==> config.mk <==
export PLATFORM = sky130hd
export DESIGN_NAME = codec_serdes
export DESIGN_NICKNAME = d
export VERILOG_FILES = /design/src/rtl/codec_pkg.sv /design/src/rtl/codec_clk_gen.sv /design/src/rtl/codec_serdes.sv
export SDC_FILE = /design/constraint.sdc
export NUM_CORES = 1
export LEC_CHECK = 0
export ABC_AREA = 1
export CORE_ASPECT_RATIO = 0.5
export CORE_MARGIN = 8
export CORE_UTILIZATION = 35
export DETAILED_ROUTE_END_ITERATION = 10
export SETUP_SLACK_MARGIN = 0.15
export SYNTH_ARGS = -nofsm -noshare
export SYNTH_HDL_FRONTEND = slang
export SYNTH_SLANG_ARGS = --single-unit
==> constraint.sdc <==
create_clock -name clk -period 4 [get_ports clk]
set_clock_uncertainty 0.1 [all_clocks]
set_input_delay 0.6 -clock clk [delete_from_list [all_inputs] [get_ports clk]]
set_output_delay 0.6 -clock clk [all_outputs]
set_load 0.02 [all_outputs]
==> src/rtl/codec_pkg.sv <==
// Shared constants for the I2S codec serdes: counter width, frame size and
// the counter phases at which receive/transmit events happen.
package codec_pkg;

  localparam int CNT_W      = 10;
  localparam int FRAME_BITS = 32;

  localparam logic [4:0]       RX_SMPL_PH = 5'h0F;
  localparam logic [4:0]       TX_SHFT_PH = 5'h1F;
  localparam logic [CNT_W-1:0] RX_CAPT    = 10'h010;
  localparam logic [CNT_W-1:0] TX_LOAD    = 10'h01F;
  localparam logic [CNT_W-1:0] RST_REL    = 10'h3FF;

endpackage

==> src/rtl/codec_clk_gen.sv <==
// Codec clock and reset generator: one free-running counter whose bits are the
// codec clocks, plus the phase strobes used by the serdes datapath.
module codec_clk_gen
  import codec_pkg::*;
(
  input  logic clk,
  input  logic rst_n,
  output logic mclk,
  output logic sclk,
  output logic lrclk,
  output logic codec_rst_n,
  output logic rx_smpl,
  output logic tx_shft,
  output logic rx_capt,
  output logic tx_load
);

  logic [CNT_W-1:0] cnt;

  // codec reset releases on the first counter wrap and then stays released
  always_ff @(posedge clk or negedge rst_n) begin
    if (!rst_n) begin
      cnt         <= '0;
      codec_rst_n <= 1'b0;
    end else begin
      cnt <= cnt + 1'b1;
      if (cnt == RST_REL) codec_rst_n <= 1'b1;
    end
  end

  assign mclk  = cnt[1];
  assign sclk  = cnt[4];
  assign lrclk = cnt[9];

  assign rx_smpl = (cnt[4:0] == RX_SMPL_PH);
  assign tx_shft = (cnt[4:0] == TX_SHFT_PH);
  assign rx_capt = (cnt == RX_CAPT);
  assign tx_load = (cnt == TX_LOAD);

endmodule

==> src/rtl/codec_serdes.sv <==
// I2S front/back end: drives the codec clocks and reset, deserialises SDin into
// left/right words with a valid strobe, and serialises left/right onto SDout.
module codec_serdes
  import codec_pkg::*;
#(
  parameter int SMPL_W = 16
) (
  input  logic              clk,
  input  logic              rst_n,
  input  logic              SDin,
  input  logic [SMPL_W-1:0] lft_tx,
  input  logic [SMPL_W-1:0] rht_tx,
  output logic              MCLK,
  output logic              SCLK,
  output logic              LRCLK,
  output logic              RSTn,
  output logic              SDout,
  output logic [SMPL_W-1:0] lft_rx,
  output logic [SMPL_W-1:0] rht_rx,
  output logic              valid
);

  logic rx_smpl;
  logic tx_shft;
  logic rx_capt;
  logic tx_load;

  logic [FRAME_BITS-1:0] shreg;
  logic [FRAME_BITS-1:0] oshreg;

  codec_clk_gen u_clk_gen (
    .clk         (clk),
    .rst_n       (rst_n),
    .mclk        (MCLK),
    .sclk        (SCLK),
    .lrclk       (LRCLK),
    .codec_rst_n (RSTn),
    .rx_smpl     (rx_smpl),
    .tx_shft     (tx_shft),
    .rx_capt     (rx_capt),
    .tx_load     (tx_load)
  );

  // the capture comes one clk after the right-channel LSB lands in shreg[0];
  // while the codec is held in reset nothing is presented downstream
  always_ff @(posedge clk or negedge rst_n) begin
    if (!rst_n) begin
      shreg  <= '0;
      lft_rx <= '0;
      rht_rx <= '0;
      valid  <= 1'b0;
    end else begin
      valid <= 1'b0;
      if (rx_smpl) shreg <= {shreg[FRAME_BITS-2:0], SDin};
      if (rx_capt && RSTn) begin
        lft_rx <= shreg[FRAME_BITS-1:SMPL_W];
        rht_rx <= shreg[SMPL_W-1:0];
        valid  <= 1'b1;
      end
    end
  end

  always_ff @(posedge clk or negedge rst_n) begin
    if (!rst_n) begin
      oshreg <= '0;
    end else if (tx_load) begin
      oshreg <= {lft_tx, rht_tx};
    end else if (tx_shft) begin
      oshreg <= {oshreg[FRAME_BITS-2:0], 1'b0};
    end
  end

  assign SDout = oshreg[FRAME_BITS-1];

endmodule

==> reports/results.ini <==
[run_status]
status=completed

[cts]
cts-root-buf=clkbuf_16
ctsResizeCount=0
clk_transition_reported_paths_ns=0.08
clock_path_buffers=2
cts_buffers=9
htree_levels=3
cts_setup_buffers=0
cts_tree=built
clock_latency_ns=0.34
cts_hold_buffers=0
clock-sinks=108

[global_route]
grtUsageMet1_pct=13.9
grt_overflow=0
antenna_found_initial=0
grt_pass1_vias=3651
met2_usage_pct=19.4
grt_max_degree=66
grt.total_usage_pct=11.4
grt_busiest_layer=met2
grt_pass1_wl_mm=17.3
grtUsageMet3_pct=3.64

[floorplan]
die_y_um=99.5
dieArea_sq_um=18200
die-width_um=183
num_io_pins=73
num_rows=30
start_util_pct=35.9
coreArea_sq_um=13600

[power]
p_switching_uw=462
clkPwrFrac_pct=43.6
combPwrFrac_pct=3.9
p_seq_share_pct=52.5
p_leak_uw=0.00290
ir_drop_mv=0.179
sw_frac_of_total_pct=21.7
powerDensity_nw_per_um2=354
total_power_uw=2130
internal_power_uw=1670

[setup_path]
cp.arrival_ns=3.03
cp_slowest_cell=nand3_2
crit_family=simple AND/OR/NAND/NOR gates
setup.worst_path.class=flip-flop to flip-flop
cp.required_ns=4.12
worstPathCellList=ha_1 -> nand2_1 -> nor2_4 -> buf_4 -> nand3_2 -> nand3_1 -> nand2_1
crit_cells=7
critPathLaunchType=flip-flop
crit_fanout=63
reg2reg_depth=7
crit_top_cell=nand2_1
cp.buffers_inverters=1
endpoint_kind=flip-flop
slowest_delay_ns=0.89

[sta]
rsz0062_at_grt=no
setup_slack_ns=1.09
max_slew_margin_pct=24.6
min_period_over_period_pct=72.9
max_freq_ghz=0.343
final-setup-viol-count=0
fin_setup_tns_ns=0
slew_viol_final=0
finalHoldViolCount=0
worst_pin_slew_ns=1.13
post-route-min-period_ns=2.91

[place]
dp.cells=812
numPortBuffers=72
place_ws_ns=1.08
post-dp-hpwl_mm=6.44
place.gp.congestion=0.715

[cells_and_area]
area_delta_synth_final_pct=23.2
diodes=0
final_common_cell=nand2_1
layout_common_cells=nand2_1, dfrtp_1, inv_1, clkdlybuf4s50_1, nand3_1
finalNetCount=670
drive_gt1_share_pct=8.02
final_cells=828
post-route-util_pct=44.2

[synth]
syn_area_per_cell_sq_um=8.48
yosys_warnings=0
synth-seq-area-share_pct=55.4
synthCells=575
synth.distinct_cells=19
ys_seq_elements=108
syn_area_sq_um=4880
synthesis.nets=614

[drt]
wl_mm=9.94
remaining_drc_errors=0
via_per_inst=4.41
post_drt_wl_per_cell_um=12.0
first_pass_iters=4
first_iter_violations=257
route.vias.total=3648
ant_nets=0

[worst_hold_path]
hold_path.class=primary input to asynchronous set/reset pin

[flow_run]
maxCapViolations=0

## registers in the layout, summed over array words and instances, names as in the netlist
register,flops
rht_rx,16
shreg,32
u_clk_gen.cnt,10
u_clk_gen.codec_rst_n,1
oshreg,32
valid,1
lft_rx,16
## worst paths after layout
check / from / endpoint / slack (ns)
setup / recovery: u_clk_gen.cnt[1] / oshreg[25] / 1.09
hold / removal: rst_n / lft_rx[4] / 0.15
setup reg to reg: u_clk_gen.cnt[1] / oshreg[25] / 1.09
hold reg to reg: u_clk_gen.cnt[0] / u_clk_gen.cnt[0] / 0.37
max in group asynchronous: rst_n / shreg[25] / 2.87
min in group clk: u_clk_gen.cnt[0] / u_clk_gen.cnt[0] / 0.37
## worst register-to-register path, stage by stage, from the launching register on
cell and delay (ns):
dfrtp_1 0.39, ha_1 0.20, nand2_1 0.10, nor2_4 0.34, buf_4 0.33, nand3_2 0.90
nand3_1 0.34, nand2_1 0.09
## layer usage
metal / wire [um] / share of wire [%]
met4: 70 / 0.70
met3: 465 / 4.7
met5: 0 / 0
met1: 4710 / 47
met2: 4690 / 47
## cell usage after synthesis
library cell,number,area (sq um)
nand2_1,202,758
dfrtp_1,108,2700
inv_1,78,293
nand3_1,69,345
o21ai_0,34,170
o21ai_2,23,201
clkbuf_1,11,41.3
buf_2,9,45.0
buf_6,9,101
o21ai_1,9,45.0
ha_1,4,50.1
xor2_1,4,35.0
buf_1,3,11.3
nand4_1,3,18.8
nor2_1,3,11.3
nor2_4,2,22.5
nor3_1,2,10.0
nand3_2,1,10.0
nor2_2,1,6.26
## final cells by class
cell class,instances,area (sq um)
clock buffer,10,239
clock inverter,6,78.8
fill,1349,7580
inverter,78,293
multi-input combinational,357,1690
sequential,108,2700
tap,192,240
timing repair buffer,77,768
## per-stage QoR
step           hold slack (ns)  cell area (sq um)
5_1_grt                  0.191               6010
2_1_floorplan            0.204               4880
4_1_cts                  0.177               6010
3_5_place_dp             0.366               5690
6_report                 0.153               6010
3_3_place_gp             0.361               5690
## power by group through the flow
stage	combinational (uW)	sequential [uW]	clock, uW
detailed placement	85.6	1140	0
finish	82.5	1120	929
global route	95.3	1120	1000
global placement	85.1	1140	0
floorplan	21.4	1140	0
CTS	86.2	1120	963
## logic make-up after synthesis
| group | count (synthesis) | share of synthesized area [%] |
|---|---|---|
| buffers and inverters | 110 | 10.1 |
| AND/OR/NAND/NOR | 283 | 24.2 |
| XOR/XNOR | 4 | 0.718 |
| AO/OA/AOI/OAI | 66 | 8.54 |
| flip-flops | 108 | 55.4 |
| adder cells (fa/ha/maj) | 4 | 1.03 |
No activity file was read; power rests on OpenSTA's default activity.
